## config.mk

```make
export PLATFORM = sky130hd
export DESIGN_NAME = uart_word_rx_flat
export DESIGN_NICKNAME = d
export VERILOG_FILES = /design/src/rtl/uart_word_rx_if.sv /design/src/rtl/uart_word_rx.sv /design/src/flat_wrapper.sv
export SDC_FILE = /design/constraint.sdc
export NUM_CORES = 1
export LEC_CHECK = 0
export ABC_AREA = 1
export CORE_UTILIZATION = 40
export CTS_CLUSTER_DIAMETER = 200
export DETAILED_ROUTE_END_ITERATION = 7
export PLACE_DENSITY = 0.63
export SLEW_MARGIN = 20
export SYNTH_ARGS = -nofsm -noshare
export SYNTH_HDL_FRONTEND = slang
export SYNTH_SLANG_ARGS = --single-unit
```

## constraint.sdc

```tcl
create_clock -name clk_in -period 1.8 [get_ports clk_in]
set_input_delay 0.18 -clock clk_in [delete_from_list [all_inputs] [get_ports clk_in]]
set_output_delay 0.18 -clock clk_in [all_outputs]
set_load 0.02 [all_outputs]
```

## src/rtl/uart_word_rx_if.sv

```systemverilog
// rtl/uart_word_rx_if.sv - signal bundle between a UART word receiver and its user
//
// Purpose: groups the arm request, the UART line and the assembled-word outputs
//   of uart_word_rx so that one handle connects the block to its neighbour.
// Signals:
//   receive_in    arm request, level or one-cycle pulse   (master -> slave)
//   rx_in         asynchronous UART line, idles high      (master -> slave)
//   data_out      assembled word, WIDTH bits              (slave -> master)
//   new_data_out  one-cycle strobe, data_out is new       (slave -> master)
//   busy_out      word reception in progress              (slave -> master)
//   error_out     one-cycle framing-error strobe          (slave -> master)
// Modports: master (drives arm/line), slave (the receiver).

interface uart_word_rx_if #(
  parameter int WIDTH = 8
);
  logic             receive_in;
  logic             rx_in;
  logic [WIDTH-1:0] data_out;
  logic             new_data_out;
  logic             busy_out;
  logic             error_out;

  modport master (
    output receive_in,
    output rx_in,
    input  data_out,
    input  new_data_out,
    input  busy_out,
    input  error_out
  );

  modport slave (
    input  receive_in,
    input  rx_in,
    output data_out,
    output new_data_out,
    output busy_out,
    output error_out
  );
endinterface

```

## src/rtl/uart_word_rx.sv

```systemverilog
// rtl/uart_word_rx.sv - UART 8N1 receiver assembling FRAMES bytes into one word
//
// Purpose: receives FRAMES consecutive UART frames (LSB first, one start bit,
//   FRAME_SIZE data bits, one stop bit) and presents them as one word, byte k
//   at data_out[FRAME_SIZE*k +: FRAME_SIZE]. Reception is enabled by an armed
//   flag set by receive_in and cleared when a word completes.
// Ports:
//   clk_in   system clock
//   rst_in   synchronous reset, active low
//   bus      uart_word_rx_if.slave: receive_in, rx_in, data_out,
//            new_data_out, busy_out, error_out
// Parameters: CLK_BAUD_RATIO (>= 4) clocks per bit, FRAME_SIZE data bits per
//   frame, FRAMES (>= 1) frames per word.
// Optional feature macro: UART_WORD_RX_FRAMING_CHECK_EN. When defined, a stop
//   bit sampled low discards the partial word and pulses error_out; when not
//   defined the stop bit is ignored and error_out stays 0.

module uart_word_rx #(
  parameter int CLK_BAUD_RATIO = 25,
  parameter int FRAME_SIZE     = 8,
  parameter int FRAMES         = 1
) (
  input  logic          clk_in,
  input  logic          rst_in,
  uart_word_rx_if.slave bus
);

  localparam int W    = FRAME_SIZE * FRAMES;
  localparam int BCW  = (CLK_BAUD_RATIO > 1) ? $clog2(CLK_BAUD_RATIO) : 1;
  localparam int BITW = $clog2(FRAME_SIZE + 1);
  localparam int FCW  = $clog2(FRAMES + 1);

  localparam logic [BCW-1:0]  HALF_M1  = BCW'(CLK_BAUD_RATIO / 2 - 1);
  localparam logic [BCW-1:0]  FULL_M1  = BCW'(CLK_BAUD_RATIO - 1);
  localparam logic [BITW-1:0] LAST_BIT = BITW'(FRAME_SIZE - 1);
  localparam logic [FCW-1:0]  LAST_FRM = FCW'(FRAMES - 1);

  typedef enum logic [2:0] {
    S_IDLE,
    S_WAIT_START,
    S_START,
    S_DATA,
    S_STOP
  } state_t;

  state_t                state_q, state_d;
  logic                  rx_meta_q, rxs_q;
  logic [BCW-1:0]        baud_q, baud_d;
  logic [BITW-1:0]       bit_q, bit_d;
  logic [FCW-1:0]        frame_q, frame_d;
  logic [FRAME_SIZE-1:0] shift_q, shift_d;
  logic [W-1:0]          shadow_q, shadow_d;
  logic [W-1:0]          data_q, data_d;
  logic                  new_data_q, new_data_d;
  logic                  busy_q, busy_d;
  logic                  err_q, err_d;
  logic                  armed_q, armed_d;
  logic                  accept;

  always_ff @(posedge clk_in) begin
    if (!rst_in) begin
      state_q    <= S_IDLE;
      rx_meta_q  <= 1'b1;
      rxs_q      <= 1'b1;
      baud_q     <= '0;
      bit_q      <= '0;
      frame_q    <= '0;
      shift_q    <= '0;
      shadow_q   <= '0;
      data_q     <= '0;
      new_data_q <= 1'b0;
      busy_q     <= 1'b0;
      err_q      <= 1'b0;
      armed_q    <= 1'b0;
    end else begin
      state_q    <= state_d;
      rx_meta_q  <= bus.rx_in;
      rxs_q      <= rx_meta_q;
      baud_q     <= baud_d;
      bit_q      <= bit_d;
      frame_q    <= frame_d;
      shift_q    <= shift_d;
      shadow_q   <= shadow_d;
      data_q     <= data_d;
      new_data_q <= new_data_d;
      busy_q     <= busy_d;
      err_q      <= err_d;
      armed_q    <= armed_d;
    end
  end

  always_comb begin
    state_d    = state_q;
    baud_d     = baud_q;
    bit_d      = bit_q;
    frame_d    = frame_q;
    shift_d    = shift_q;
    shadow_d   = shadow_q;
    data_d     = data_q;
    new_data_d = 1'b0;
    busy_d     = busy_q;
    err_d      = 1'b0;
    armed_d    = armed_q | bus.receive_in;
    accept     = 1'b0;

    case (state_q)
      S_IDLE: begin
        if (armed_q || bus.receive_in) state_d = S_WAIT_START;
      end

      S_WAIT_START: begin
        if (!rxs_q) begin
          state_d = S_START;
          baud_d  = '0;
          busy_d  = 1'b1;
        end
      end

      // Re-check the start bit near its middle; a high line means a glitch.
      S_START: begin
        if (baud_q == HALF_M1) begin
          baud_d = '0;
          bit_d  = '0;
          if (rxs_q) begin
            state_d = S_WAIT_START;
            busy_d  = (frame_q != '0);
          end else begin
            state_d = S_DATA;
          end
        end else begin
          baud_d = baud_q + 1'b1;
        end
      end

      S_DATA: begin
        if (baud_q == FULL_M1) begin
          baud_d                = '0;
          shift_d               = shift_q >> 1;
          shift_d[FRAME_SIZE-1] = rxs_q;
          bit_d                 = bit_q + 1'b1;
          if (bit_q == LAST_BIT) state_d = S_STOP;
        end else begin
          baud_d = baud_q + 1'b1;
        end
      end

      // Leaving at mid-stop-bit leaves half a bit to catch a back-to-back start.
      S_STOP: begin
        if (baud_q == FULL_M1) begin
          baud_d = '0;
`ifdef UART_WORD_RX_FRAMING_CHECK_EN
          if (!rxs_q) begin
            err_d    = 1'b1;
            shadow_d = '0;
            frame_d  = '0;
            busy_d   = 1'b0;
            state_d  = (armed_q || bus.receive_in) ? S_WAIT_START : S_IDLE;
          end else begin
            accept = 1'b1;
          end
`else
          accept = 1'b1;
`endif
          if (accept) begin
            shadow_d[int'(frame_q)*FRAME_SIZE +: FRAME_SIZE] = shift_q;
            if (frame_q == LAST_FRM) begin
              data_d     = shadow_d;
              new_data_d = 1'b1;
              busy_d     = 1'b0;
              frame_d    = '0;
              // The completing word consumes the arm unless receive_in renews it now.
              state_d    = bus.receive_in ? S_WAIT_START : S_IDLE;
            end else begin
              frame_d = frame_q + 1'b1;
              state_d = S_WAIT_START;
            end
          end
        end else begin
          baud_d = baud_q + 1'b1;
        end
      end

      default: state_d = S_IDLE;
    endcase

    if (new_data_d && !bus.receive_in) armed_d = 1'b0;
  end

  assign bus.data_out     = data_q;
  assign bus.new_data_out = new_data_q;
  assign bus.busy_out     = busy_q;
  assign bus.error_out    = err_q;

endmodule

```

## src/flat_wrapper.sv

```systemverilog
// flat-port wrapper written by rule: the top's interface ports become plain ports
module uart_word_rx_flat 
#(
  parameter int CLK_BAUD_RATIO = 25,
  parameter int FRAME_SIZE     = 8,
  parameter int FRAMES         = 1
)
  (clk_in, rst_in, bus_receive_in, bus_rx_in, bus_data_out, bus_new_data_out, bus_busy_out, bus_error_out);
  uart_word_rx_if #(.WIDTH(8)) bus_i ();
  input  logic clk_in;
  input  logic rst_in;
  input wire logic [$bits(bus_i.receive_in)-1:0] bus_receive_in;
  input wire logic [$bits(bus_i.rx_in)-1:0] bus_rx_in;
  output wire logic [$bits(bus_i.data_out)-1:0] bus_data_out;
  output wire logic [$bits(bus_i.new_data_out)-1:0] bus_new_data_out;
  output wire logic [$bits(bus_i.busy_out)-1:0] bus_busy_out;
  output wire logic [$bits(bus_i.error_out)-1:0] bus_error_out;
  assign bus_i.receive_in = bus_receive_in;
  assign bus_i.rx_in = bus_rx_in;
  assign bus_data_out = bus_i.data_out;
  assign bus_new_data_out = bus_i.new_data_out;
  assign bus_busy_out = bus_i.busy_out;
  assign bus_error_out = bus_i.error_out;
  uart_word_rx #(.CLK_BAUD_RATIO(CLK_BAUD_RATIO), .FRAME_SIZE(FRAME_SIZE), .FRAMES(FRAMES)) u_core (.clk_in(clk_in), .rst_in(rst_in), .bus(bus_i));
endmodule
```

==> flow_summary_export.csv <==
group,metric,value,unit
worst_setup_path,crit_slowest_cell,"dfxtp_1",
synthesis,synthCells,214,
power_and_ir_drop,peakVddDrop,0.0007720,V
worst_setup_path,path_class,"reg2reg",
synthesis,yosys_register_bits,33,
clock_tree,cts_tree,"done",
synthesis,muxShareOfSynthArea,0,
global_routing,use_met2,0.2763,
global_routing,grt_pass1_vias,1222,
global_routing,grt_busiest_layer,"met2",
synthesis,synth_top_family_by_area,"simple AND/OR/NAND/NOR gates",
power_and_ir_drop,p_leak,0.7853,nW
layout,area_delta_synth_final,18.11,%
synthesis,yosysTopAreaCellShare,0.4231,
floorplan,io_pins,15,
placed_design,gp_congestion,0.7966,
clock_tree,h-tree-depth,2,
flow_run,drv_cap,0,
timing,hold_viol_final,0,
clock_tree,post_cts_resized,0,
worst_setup_path,crit_path_max_fanout,10,
synthesis,mappedNetlistNets,221,
timing,period_needed,1.513,ns
worst_setup_path,cp_data_arrival_time,1.69,ns
drt,finalWirelength,3.036,mm
global_routing,antenna_found_initial,0,
power_and_ir_drop,power_density,1251,mW/mm^2
worst_setup_path,cpMostUsedCell,"inv_1",
timing,finalClockSkew,0.009250,ns
synthesis,synthTopCellsByArea,"dfxtp_1 (42%), nor2_1 (12%), nand2_1 (7.2%)",
timing,layout_worst_path_cycle_share,0.8408,
global_routing,grt_pass1_wl,5.485,mm
worst_setup_path,worst_path_largest_cell_delay,0.34,ns
clock_tree,postCtsSetupBuffers,0,
synthesis,ys_warn_count,0,
run_status,status,"finished, final reports clean",
worst_setup_path,worst_setup_path_end_kind,"flop",
global_routing,grt_overflow,0,
layout,final_util,0.4963,
clock_tree,ctsHoldBuffers,0,
synthesis,yosysTopAreaCell,"dfxtp_1",
synthesis,synth_area,0.001561,sq mm
floorplan,die_y,64.48,um
synthesis,synthAdderAreaFrac,0.02404,
drt,route.detailed.wl_per_inst,10.88,um
worst_hold_path,min_path_type,"reg2reg",
worst_setup_path,crit_required,1.98,ns
synthesis,synth-compound-area-share,0.09856,
timing,finalSetupViolations,0,
worst_hold_path,hp-start,"u_core.rx_meta_q",
global_routing,grt_max_degree,22,
drt,vias,1333,
clock_tree,cts_made_buffers,5,
timing,tns,0,ns
drt,viasPerCell,4.778,
clock_tree,clkLatencyLatePin,0.29,ns
worst_setup_path,r2r-start,"u_core.baud_q[0]",
clock_tree,clock_path_buffers,2,
layout,drive_gt1_frac,0.1515,
timing,final_max_slew_viol_count,0,
layout,layout_commonest_cell,"nor2_1",
worst_setup_path,start_kind,"flop",
worst_setup_path,critPathLaunch,"u_core.baud_q[0]",
drt,drt_iter0_markers,98,
synthesis,synth-xor-area-share,0.02244,
floorplan,core_area,0.003716,sq mm
clock_tree,cts.sinks,33,
layout,antenna_cells,0,
floorplan,start_util,0.4202,
synthesis,syn_area_per_cell,7.297,sq um
timing,fmax,0.6607,GHz
floorplan,dieArea,0.004158,sq mm
clock_tree,path_clk_slew,0.07,ns
floorplan,die_x,64.48,um
global_routing,grt_use_total,0.1700,
layout,nNetsFinal,237,
synthesis,synth_cell_types,26,
global_routing,use_met3,0.05458,
synthesis,yosysSeqAreaShare,0.4231,
clock_tree,root_buffer,"clkbuf_8",
timing,rsz0062_at_grt,"false",
placed_design,port_buffers,13,
placed_design,dp_hpwl,2.124,mm
drt,ant_nets,0,
worst_setup_path,path_cells,"inv_1 > ha_1 > nand2_1 > inv_1 > nand2_1 > nor2_4 > inv_2 > o21ai_0 > inv_1",
layout,final_cell_mix,"nor2_1 (51), dfxtp_1 (33), nand2_1 (30), o21ai_0 (18), nand3_1 (14)",
floorplan,rows,22,
drt,drtPass1Iterations,4,
synthesis,yosys.area_share.simple,0.3670,
global_routing,gr-usage-met1,0.2172,
drt,drc_errors,0,
cell type report:
class                      instances  area [sq um]
multi-input combinational        159         803.3
fill                             392          1872
tap                               48         60.06
inverter                          16         60.06
clock buffer                       5         68.82
sequential                        33         660.6
timing repair buffer              15         145.1
clock inverter                     3         46.29
critical path, delay by kind of cell (launching register included):
kind | cells | cell delay [ns]
flops | 1 | 0.34
simple gates | 3 | 0.43
fa+ha+maj | 1 | 0.14
buf+inv | 4 | 0.32
compound gates | 1 | 0.16
kinds of logic (layout without fill, tap and decap cells):
group	after synthesis	count (layout)
simple gates	121	121
flops	33	33
compound gates	30	30
buf+inv	22	39
xor+xnor	4	4
fa+ha+maj	3	3
other cells	1	1
metrics by stage:
stage	setup WS (ns)	cell area [sq um]	std cells	hold WS (ns)	total power, mW
floorplan	0.5022	1562	214	0.2865	1.499
global placement	0.2782	1729	271	0.3957	1.625
detailed placement	0.2657	1729	271	0.3977	1.630
CTS	0.2519	1844	279	0.4153	2.338
global route	0.09693	1844	279	0.4415	2.474
finish	0.2865	1844	279	0.4143	2.306
synthesized netlist by cell type:
cell and count:
o21ai_0 18, nand3_1 14, inv_2 3, ha_1 3, nand4_1 4, dfxtp_1 33
buf_4 2, inv_1 13, nand3_4 1, nand2_4 2, o21ai_1 1, nor2_1 51
clkbuf_1 3, xor2_1 3, a21oi_1 10, nand3_2 1, o21ai_2 1, or2_2 2
nand2_2 6, nand3b_1 1, nand2_1 30, buf_6 1, conb_1 1, nor2_4 2
xnor2_1 1, nor2_2 7
sequential cells by signal, indices dropped and copies added (netlist names):
signal                   cells
u_core.rxs_q                 1
u_core.shift_q               8
u_core.armed_q               1
u_core.bit_q                 4
u_core.bus.new_data_out      1
u_core.state_q               3
u_core.shadow_q              1
u_core.baud_q                5
u_core.bus.busy_out          1
u_core.rx_meta_q             1
u_core.bus.data_out          7
report_power, final:
group	switching [mW]	internal [mW]
logic	0.456	0.260
registers	0.104	0.790
clock network	0.282	0.414
worst paths after layout:
| path | to | slack (ns) | cells past startpoint |
|---|---|---|---|
| max | u_core.armed_q | 0.29 | 9 |
| min reg2reg | u_core.rxs_q | 0.41 | 1 |
| min | u_core.rxs_q | 0.41 | 1 |
| max reg2reg | u_core.armed_q | 0.29 | 9 |
metal layers:
metal	vias to the layer above	wire length (um)	part of all wire
met5	-	0	0
met4	0	38	0.013
met3	5	108	0.036
met2	20	1441	0.47
met1	598	1447	0.48
li1	710	-	-
No activity file was read; power rests on OpenSTA's default activity.
